File: config.mk
export PLATFORM = sky130hd
export DESIGN_NAME = hvsync_generator
export DESIGN_NICKNAME = d
export VERILOG_FILES = /design/src/rtl/hvsync_generator.sv
export SDC_FILE = /design/constraint.sdc
export NUM_CORES = 1
export LEC_CHECK = 0
export BUFFER_PORTS_ARGS = -buffer_cell sky130_fd_sc_hd__buf_2
export CAP_MARGIN = 20
export CORE_AREA = 8 8 60 62
export CTS_BUF_LIST = sky130_fd_sc_hd__clkbuf_4
export DETAILED_ROUTE_END_ITERATION = 16
export DIE_AREA = 0 0 68 70
export SYNTH_ARGS = -nofsm -noshare
export SYNTH_HDL_FRONTEND = slang
export SYNTH_SLANG_ARGS = --single-unit
File: constraint.sdc
create_clock -name clk -period 3.25 [get_ports clk]
set_input_delay 0.1625 -clock clk [delete_from_list [all_inputs] [get_ports clk]]
set_output_delay 0.1625 -clock clk [all_outputs]
set_load 0.01 [all_outputs]
File: src/rtl/hvsync_generator.sv
// hvsync_generator: free-running video timing generator (beam counters, registered syncs, display_on)
//   clk        pixel clock, all state on rising edge
//   reset      asynchronous active-low reset
//   hsync      registered horizontal sync pulse
//   vsync      registered vertical sync pulse
//   display_on high while the beam is in the visible area (combinational)
//   hpos/vpos  9-bit beam counters, 0..H_MAX / 0..V_MAX
// Build option HVSYNC_NEG_POLARITY_EN: active-low sync pulses (idle/reset level 1).
module hvsync_generator #(
    parameter int H_DISPLAY = 256,
    parameter int H_BACK    = 23,
    parameter int H_FRONT   = 7,
    parameter int H_SYNC    = 23,
    parameter int V_DISPLAY = 240,
    parameter int V_TOP     = 5,
    parameter int V_BOTTOM  = 14,
    parameter int V_SYNC    = 3
) (
    input  logic       clk,
    input  logic       reset,
    output logic       hsync,
    output logic       vsync,
    output logic       display_on,
    output logic [8:0] hpos,
    output logic [8:0] vpos
);
    localparam logic [8:0] H_DISP       = 9'(H_DISPLAY);
    localparam logic [8:0] H_SYNC_START = 9'(H_DISPLAY + H_FRONT);
    localparam logic [8:0] H_SYNC_END   = 9'(H_DISPLAY + H_FRONT + H_SYNC - 1);
    localparam logic [8:0] H_MAX        = 9'(H_DISPLAY + H_BACK + H_FRONT + H_SYNC - 1);
    localparam logic [8:0] V_DISP       = 9'(V_DISPLAY);
    localparam logic [8:0] V_SYNC_START = 9'(V_DISPLAY + V_BOTTOM);
    localparam logic [8:0] V_SYNC_END   = 9'(V_DISPLAY + V_BOTTOM + V_SYNC - 1);
    localparam logic [8:0] V_MAX        = 9'(V_DISPLAY + V_TOP + V_BOTTOM + V_SYNC - 1);
`ifdef HVSYNC_NEG_POLARITY_EN
    localparam logic ACT = 1'b0;
`else
    localparam logic ACT = 1'b1;
`endif
    always_ff @(posedge clk or negedge reset) begin
        if (!reset) begin
            hpos  <= '0;
            vpos  <= '0;
            hsync <= ~ACT;
            vsync <= ~ACT;
        end else begin
            hpos <= (hpos == H_MAX) ? 9'd0 : hpos + 9'd1;
            if (hpos == H_MAX)
                vpos <= (vpos == V_MAX) ? 9'd0 : vpos + 9'd1;
            // syncs are sampled on the pre-increment counters, so they lag by one clk
            hsync <= (hpos >= H_SYNC_START && hpos <= H_SYNC_END) ? ACT : ~ACT;
            vsync <= (vpos >= V_SYNC_START && vpos <= V_SYNC_END) ? ACT : ~ACT;
        end
    end
    assign display_on = (hpos < H_DISP) && (vpos < V_DISP);
endmodule

==> summary.json, run 1 <==
{
  "sta": {
    "post-route-period-util_pct": 68.9,
    "clock_skew_ns": 0.00793,
    "maxClockFrequency_ghz": 0.446,
    "finalSetupViolations": 0,
    "max_slew_margin_pct": 72.0,
    "final_hold_viol_count": 0,
    "rsz0062_at_grt": "false",
    "post-route-worst-setup-slack_ns": 1.01,
    "fin_crit_ns": 2.24,
    "timing.final.max_slew_violations": 0,
    "worst_slew_pin_slew_ns": 0.409,
    "fin_tns_setup_ns": 0
  },
  "job": {
    "cap_violations": 0
  },
  "synthesis": {
    "seq_area_frac_synth_pct": 49.1,
    "synth.top_cells.by_area": "sky130_fd_sc_hd__dfrtp_1 49%, sky130_fd_sc_hd__ha_1 6.1%, sky130_fd_sc_hd__xor2_1 4.3%",
    "yosysWarnings": 0,
    "netlist.top_cell.by_area": "sky130_fd_sc_hd__dfrtp_1",
    "syn_nets": 108,
    "synth.top_cell.area_share_pct": 49.1,
    "syn_inst": 101,
    "yosys.cell_types.count": 31,
    "avgSynthCellArea_sq_um": 10.1,
    "post_synth_instance_area_sq_um": 1020,
    "count_of_flip_flops_with_a_built_in_enable_after_synthesis": 0,
    "synth_ff_type": "sky130_fd_sc_hd__dfrtp_1",
    "async_flop_share_pct": 100,
    "ys_ff_latch": 20
  },
  "clock_tree": {
    "clock_root_buffer": "sky130_fd_sc_hd__clkbuf_4",
    "numClockSinks": 20,
    "ctsLongestPathBuffers": 2,
    "ctsHtreeMaxLevel": 1,
    "tritoncts_clock_tree": "yes",
    "cts_inserted_buffers": 3,
    "clkLatencyLatePin_ns": 0.31,
    "clkTransAtPathRegs_ns": 0.13,
    "post-cts-setup-buffer-count": 0
  },
  "grt": {
    "grt_usage_pct": 9.84,
    "gr-total-overflow": 0,
    "grt_max_degree": 21,
    "initial_antenna_violation_count": 0,
    "first_global_vias": 818,
    "grt_first_pass_wirelength_um": 3780
  },
  "floorplan": {
    "dieWidth_um": 68,
    "dieHeight_um": 70,
    "initial_core_util_pct": 38.3,
    "boundaryPins": 23,
    "die-area_sq_um": 4760,
    "count_of_standard_cell_rows": 19,
    "coreArea_sq_um": 2660
  },
  "routing": {
    "drtPass1Iterations": 4,
    "drc": 0,
    "drt-initial-drc-count": 48,
    "ant_nets": 0,
    "vias": 828,
    "route.detailed.vias_per_inst": 5.27,
    "finalWirelength_um": 2220,
    "routed_wire_length_per_instance_um": 14.2
  },
  "placed_design": {
    "port_bufs": 22,
    "post-place-ws_ns": 1.04,
    "detailed_place_hpwl_um": 1640,
    "placement.cell_area_sq_um": 1160,
    "gp_congestion": 0.849
  },
  "worst_setup_path": {
    "path_cells": "or3b_1 -> or4_1 -> or4_4 -> xnor2_2",
    "critical_path_end_type": "flip-flop",
    "launching_element_of_the_worst_setup_path": "hpos[6]",
    "critPathRequiredTime_ns": 3.46,
    "critical_path_cell_count": 4,
    "timing.rr.start": "hpos[6]",
    "worst-path-buf-inv": 0,
    "crit_slowest_cell": "sky130_fd_sc_hd__or4_4",
    "worst_r2r_path_depth": 4,
    "worst-r2r-setup-slack_ns": 1.01,
    "arrival_ns": 2.45,
    "max_fo_critical_path": 7,
    "endpoint": "vpos[6]",
    "cpLargestDelayFamily": "simple AND/OR/NAND/NOR gates",
    "setup.worst_path.class": "reg -> reg",
    "cp_slowest_stage_delay_ns": 0.57,
    "cp-start-kind": "flip-flop",
    "r2r-end": "vpos[6]"
  },
  "cells_and_area": {
    "combined_area_of_the_multi_input_logic_cells_sq_um": 480,
    "design_area_sq_um": 1230,
    "ff_latch_area_sq_um": 500,
    "fraction_of_final_layout_cells_with_drive_strength_greater_than_1_pct": 25.4,
    "fillers": 251,
    "flow.area_growth_from_synthesis_pct": 20.2,
    "nNetsFinal": 134,
    "count_of_inserted_antenna_diode_cells": 0
  },
  "outcome": {
    "run_status": "complete, no violations"
  },
  "power": {
    "powerDensity_nw_per_um2": 377,
    "power.ir.vdd_worst_mv": 0.224,
    "leakagePower_nw": 0.593
  },
  "min_path": {
    "path_class_of_the_lowest_slack_min_delay_path": "in -> async"
  }
}
through the flow:
stage / hold slack, ns / power [mW] / util [%] / cells
after CTS: 0.327 / 0.467 / 46.1 / 157
after detailed placement: 0.140 / 0.259 / 43.7 / 152
after floorplan: -0.133 / 0.254 / - / 101
final: 0.322 / 0.462 / 46.1 / 157
after global routing: 0.343 / 0.481 / 46.1 / 157
after global placement: 0.129 / 0.259 / 43.7 / 152
registers in the layout, summed over array words and instances, names as in the netlist:
register	flops
vpos	9
hsync	1
hpos	9
vsync	1
worst reg2reg max path, cell delays in order (launching register included):
cell,delay (ns)
sky130_fd_sc_hd__dfrtp_1,0.45
sky130_fd_sc_hd__or3b_1,0.44
sky130_fd_sc_hd__or4_1,0.54
sky130_fd_sc_hd__or4_4,0.57
sky130_fd_sc_hd__xnor2_2,0.14
where the power goes:
group	total, mW	switching [mW]	internal [mW]
logic	0.00599	0.00478	0.00122
clock network	0.207	0.0824	0.125
registers	0.249	0	0.249
total	0.462	0.0872	0.375
timing repair:
item | CTS | global route
resized for setup | 0 | 0
hold buffers | 1 | 0
hold endpoints to repair | 20 | 0
synth_stat cells, types with 2 or more instances:
library cell               count
sky130_fd_sc_hd__dfrtp_1      20
sky130_fd_sc_hd__nor2_1        9
sky130_fd_sc_hd__nand2_1       8
sky130_fd_sc_hd__nand3_1       6
sky130_fd_sc_hd__a21oi_1       5
sky130_fd_sc_hd__ha_1          5
sky130_fd_sc_hd__inv_1         5
sky130_fd_sc_hd__xor2_1        5
sky130_fd_sc_hd__nand4_1       4
sky130_fd_sc_hd__o21ai_0       4
sky130_fd_sc_hd__xnor2_1       4
sky130_fd_sc_hd__nor4_1        3
sky130_fd_sc_hd__and3_1        2
sky130_fd_sc_hd__clkbuf_1      2
sky130_fd_sc_hd__nor3_1        2
sky130_fd_sc_hd__or4_1         2
placed cells by master (no fill, tap or decap):
cell type / count
sky130_fd_sc_hd__or4_1: 2
sky130_fd_sc_hd__nor4_1: 3
sky130_fd_sc_hd__nand4_1: 4
sky130_fd_sc_hd__o21ai_0: 4
sky130_fd_sc_hd__xnor2_2: 1
sky130_fd_sc_hd__and4_2: 1
sky130_fd_sc_hd__ha_1: 5
sky130_fd_sc_hd__o22ai_1: 1
sky130_fd_sc_hd__and3_1: 2
sky130_fd_sc_hd__mux2i_1: 1
sky130_fd_sc_hd__a31oi_1: 1
sky130_fd_sc_hd__nand2_1: 8
sky130_fd_sc_hd__a2111oi_0: 1
sky130_fd_sc_hd__dlygate4sd3_1: 1
sky130_fd_sc_hd__buf_2: 22
sky130_fd_sc_hd__o41ai_1: 1
sky130_fd_sc_hd__nor4b_1: 1
sky130_fd_sc_hd__or3b_1: 1
sky130_fd_sc_hd__nand4b_1: 1
sky130_fd_sc_hd__nor3b_1: 1
sky130_fd_sc_hd__bufinv_16: 1
sky130_fd_sc_hd__inv_1: 5
sky130_fd_sc_hd__xor2_1: 5
sky130_fd_sc_hd__and2_2: 1
sky130_fd_sc_hd__nor2_1: 9
sky130_fd_sc_hd__nor3_1: 2
sky130_fd_sc_hd__buf_4: 2
sky130_fd_sc_hd__clkbuf_4: 3
sky130_fd_sc_hd__dfrtp_1: 20
sky130_fd_sc_hd__xnor2_1: 4
sky130_fd_sc_hd__nand3_1: 6
sky130_fd_sc_hd__a21oi_1: 5
sky130_fd_sc_hd__or4_4: 1
layout make-up:
cell class / instances / area share [%]
multi-input combinational: 72 / 39.2
inverter: 5 / 1.53
tap: 31 / 3.16
sequential: 20 / 40.8
timing repair buffer: 25 / 11.0
clock buffer: 3 / 1.84
clock inverter: 1 / 2.45
worst min path at each step:
| stage | from | end |
|---|---|---|
| finish | reset | vpos[2] |
| global route | reset | vpos[8] |
| CTS | reset | hpos[6] |
| detailed placement | reset | hsync |
| global placement | reset | hsync |
| floorplan | reset | hpos[0] |
layer usage:
layer  share of wire [%]  vias up  GRT usage, %
met3                 7.0        2          1.91
met2                  45       22          14.9
met1                  47      393          13.0
met4                 1.4        0          4.10
met5                   0        -             0
li1                    -      411             -
kinds of logic after synthesis:
| logic type | Yosys count | synth area share [%] |
|---|---|---|
| and+or+nand+nor | 43 | 23.3 |
| buffers and inverters | 9 | 3.80 |
| DFF | 20 | 49.1 |
| adders and majority gates | 5 | 6.13 |
| xor gates and xnor gates | 10 | 9.33 |
| AOI/OAI and AO/OA | 13 | 7.36 |
| muxes | 1 | 0.982 |
Note: power is estimated with default switching activity, not from simulation.
==> run 2: changes to the inputs <==
--- a/config.mk
+++ b/config.mk
@@ -5,12 +5,13 @@
 export SDC_FILE = /design/constraint.sdc
 export NUM_CORES = 1
 export LEC_CHECK = 0
+export ABC_AREA = 1
 export BUFFER_PORTS_ARGS = -buffer_cell sky130_fd_sc_hd__buf_2
 export CAP_MARGIN = 20
-export CORE_AREA = 8 8 60 62
+export CORE_AREA = 8 8 63 65
 export CTS_BUF_LIST = sky130_fd_sc_hd__clkbuf_4
 export DETAILED_ROUTE_END_ITERATION = 16
-export DIE_AREA = 0 0 68 70
+export DIE_AREA = 0 0 71 73
 export SYNTH_ARGS = -nofsm -noshare
 export SYNTH_HDL_FRONTEND = slang
 export SYNTH_SLANG_ARGS = --single-unit
==> constraint.sdc (replaced) <==
create_clock -name clk -period 1.9 [get_ports clk]
set_input_delay 0.095 -clock clk [delete_from_list [all_inputs] [get_ports clk]]
set_output_delay 0.095 -clock clk [all_outputs]
set_load 0.01 [all_outputs]
==> run 2 against run 1 <==
  * Via count up 22%
  * Register-to-register slack worse by 0.66 ns
  * Non-clock buffer count shrank 2
  * Maximum frequency up 45%
  * Core utilization shrank 0.42 points
  * Power rose by 71%
  * Critical endpoint is now vpos[4]
  * Critical path type unchanged
  * Sequential power grew 71%
  * Clock skew rose by 0.0038 ns
  * Largest power group unchanged
  * Wire length grew 17%
==> summary.json, run 2 <==
{
  "sta": {
    "rsz0062_at_grt": "false",
    "maxClockFrequency_ghz": 0.646,
    "finalSetupViolations": 0,
    "max_slew_margin_pct": 69.6,
    "timing.final.max_slew_violations": 0,
    "clock_skew_ns": 0.0117,
    "post-route-worst-setup-slack_ns": 0.352,
    "post-route-period-util_pct": 81.5,
    "fin_tns_setup_ns": 0,
    "final_hold_viol_count": 0,
    "fin_crit_ns": 1.55,
    "worst_slew_pin_slew_ns": 0.456
  },
  "synthesis": {
    "syn_nets": 161,
    "synthMostInstantiatedCell": "sky130_fd_sc_hd__nand2_1",
    "synth_ff_type": "sky130_fd_sc_hd__dfrtp_1",
    "synth.top_cell.area_share_pct": 43.4,
    "netlist.top_cell.by_area": "sky130_fd_sc_hd__dfrtp_1",
    "seq_area_frac_synth_pct": 43.4,
    "synth.cells.most_frequent": "46 x sky130_fd_sc_hd__nand2_1, 21 x sky130_fd_sc_hd__inv_1, 20 x sky130_fd_sc_hd__dfrtp_1",
    "avgSynthCellArea_sq_um": 7.49,
    "yosys.cell_types.count": 23,
    "count_of_flip_flops_with_a_built_in_enable_after_synthesis": 0,
    "post_synth_instance_area_sq_um": 1150,
    "ys_ff_latch": 20,
    "async_flop_share_pct": 100,
    "syn_inst": 154,
    "yosysWarnings": 0,
    "synth.top_cells.by_area": "sky130_fd_sc_hd__dfrtp_1 43%, sky130_fd_sc_hd__nand2_1 15%, sky130_fd_sc_hd__inv_1 6.8%"
  },
  "cells_and_area": {
    "fraction_of_final_layout_cells_with_drive_strength_greater_than_1_pct": 18.4,
    "reg_top3": "hpos x9, vpos x9",
    "flow.area_growth_from_synthesis_pct": 16.8,
    "nNetsFinal": 187,
    "combined_area_of_the_multi_input_logic_cells_sq_um": 547,
    "most-common-layout-cells": "46 x sky130_fd_sc_hd__nand2_1, 22 x sky130_fd_sc_hd__buf_2, 21 x sky130_fd_sc_hd__inv_1",
    "ff_latch_area_sq_um": 500,
    "fillers": 309,
    "count_of_inserted_antenna_diode_cells": 0,
    "layout_commonest_cell": "sky130_fd_sc_hd__nand2_1"
  },
  "clock_tree": {
    "clkLatencyLatePin_ns": 0.31,
    "ctsHtreeMaxLevel": 1,
    "numClockSinks": 20,
    "tritoncts_clock_tree": "yes",
    "clkTransAtPathRegs_ns": 0.13,
    "ctsLongestPathBuffers": 2,
    "post-cts-setup-buffer-count": 0,
    "cts_hold_buf": 1,
    "clock_root_buffer": "sky130_fd_sc_hd__clkbuf_4",
    "cts_inserted_buffers": 3,
    "post_cts_resize_count": 0
  },
  "worst_setup_path": {
    "worst-path-buf-inv": 2,
    "cp-start-kind": "flip-flop",
    "crit_top_cell": "sky130_fd_sc_hd__nand2_1",
    "crit_slowest_cell": "sky130_fd_sc_hd__dfrtp_1",
    "max_fo_critical_path": 16,
    "critical_path_end_type": "flip-flop",
    "arrival_ns": 1.74,
    "cpLargestDelayFamily": "simple AND/OR/NAND/NOR gates",
    "critPathRequiredTime_ns": 2.09,
    "path_cells": "inv_1 -> ha_1 -> nand2_1 -> inv_1 -> nand2_1 -> nor2_8 -> nand2_1 -> xor2_1",
    "setup.worst_path.class": "reg -> reg",
    "cp_slowest_stage_delay_ns": 0.44
  },
  "floorplan": {
    "boundaryPins": 23,
    "die-area_sq_um": 5180,
    "initial_core_util_pct": 39.1,
    "dieWidth_um": 71,
    "dieHeight_um": 73,
    "count_of_standard_cell_rows": 20,
    "coreArea_sq_um": 2950
  },
  "grt": {
    "grt_max_degree": 21,
    "grt_first_pass_wirelength_um": 4390,
    "grt_usage_pct": 10.5,
    "first_global_vias": 980,
    "gr-total-overflow": 0,
    "initial_antenna_violation_count": 0
  },
  "routing": {
    "drt-initial-drc-count": 57,
    "route.detailed.vias_per_inst": 4.78,
    "vias": 1014,
    "drc": 0,
    "ant_nets": 0,
    "drtPass1Iterations": 4,
    "finalWirelength_um": 2590,
    "routed_wire_length_per_instance_um": 12.2
  },
  "power": {
    "share_seq_of_total_power_pct": 54.0,
    "power.internal_uw": 641,
    "powerDensity_nw_per_um2": 585,
    "leakagePower_nw": 0.742,
    "clock_power_share_pct": 44.7,
    "power.ir.vdd_worst_mv": 0.360,
    "sw_frac_of_total_pct": 18.7,
    "power.share.combinational_pct": 1.3,
    "p_sw_uw": 147
  },
  "outcome": {
    "run_status": "complete, no violations"
  },
  "placed_design": {
    "detailed_place_hpwl_um": 1960,
    "post-place-ws_ns": 0.392,
    "port_bufs": 22,
    "gp_congestion": 0.795
  },
  "min_path": {
    "path_class_of_the_lowest_slack_min_delay_path": "in -> async"
  },
  "job": {
    "cap_violations": 0
  }
}
run 2: changes by cell type after synthesis, moves of 3 or more:
cell / change
sky130_fd_sc_hd__nand2_1: +38
sky130_fd_sc_hd__nor3_1: +5
sky130_fd_sc_hd__xnor2_1: -3
sky130_fd_sc_hd__inv_1: +16
sky130_fd_sc_hd__xor2_1: -3
sky130_fd_sc_hd__nand3_1: +6
sky130_fd_sc_hd__nor2_1: +9
run 2: final timing paths:
path                       startpoint  slack [ns]       to  depth (start not counted)
hold reg to reg               hpos[0]        0.54  hpos[0]                          1
min in group clk              hpos[0]        0.54  hpos[0]                          1
hold / removal                  reset        0.25  hpos[2]                          2
max in group asynchronous       reset        1.32  hpos[8]                          2
setup reg to reg              hpos[1]        0.35  vpos[4]                          8
setup / recovery              hpos[1]        0.35  vpos[4]                          8
run 2: cell families after synthesis:
| logic type | count (synthesis) | synth area share (%) |
|---|---|---|
| buffers and inverters | 25 | 9.22 |
| flip-flops | 20 | 43.4 |
| XOR/XNOR | 3 | 2.28 |
| AO/OA/AOI/OAI | 10 | 5.10 |
| adder cells (fa/ha/maj) | 5 | 5.42 |
| AND/OR/NAND/NOR | 91 | 34.6 |
run 2: metrics by stage:
step / power, mW / util [%] / cell area (sq um) / hold WS (ns) / instances
floorplan: 0.434 / - / 1150 / -0.201 / 154
global placement: 0.444 / 43.5 / 1280 / 0.0772 / 207
detailed placement: 0.444 / 43.5 / 1280 / 0.0774 / 207
CTS: 0.800 / 45.6 / 1350 / 0.263 / 212
global route: 0.821 / 45.6 / 1350 / 0.304 / 212
finish: 0.788 / 45.6 / 1350 / 0.254 / 212
run 2: cell type report:
type	count	area share, %
clock inverters	1	2.23
inverters	23	6.41
well taps	33	3.06
repair buffers	23	8.91
clock buffers	3	1.67
flip-flops and latches	20	37.1
multi-input cells	109	40.6
run 2: layer usage:
layer | vias up | global-route usage (%) | part of all wire, %
met2 | 27 | 18.8 | 48
met1 | 453 | 11.4 | 44
met3 | 2 | 4.12 | 7.5
met5 | - | 0 | 0
li1 | 532 | - | -
met4 | 0 | 2.08 | 0.54
run 2: worst reg2reg max path: stages, from the launching register on:
cell                      delay [ns]
sky130_fd_sc_hd__dfrtp_1        0.44
sky130_fd_sc_hd__inv_1          0.11
sky130_fd_sc_hd__ha_1           0.16
sky130_fd_sc_hd__nand2_1        0.05
sky130_fd_sc_hd__inv_1          0.05
sky130_fd_sc_hd__nand2_1        0.12
sky130_fd_sc_hd__nor2_8         0.24
sky130_fd_sc_hd__nand2_1        0.12
sky130_fd_sc_hd__xor2_1         0.16
run 2: power by group through the flow:
stage | sequential (mW) | combinational (mW) | clock (mW)
after floorplan | 0.434 | 0.000000348 | 0
after global routing | 0.426 | 0.0133 | 0.382
final | 0.426 | 0.0104 | 0.352
after detailed placement | 0.434 | 0.00985 | 0
after CTS | 0.426 | 0.0113 | 0.363
after global placement | 0.434 | 0.00982 | 0
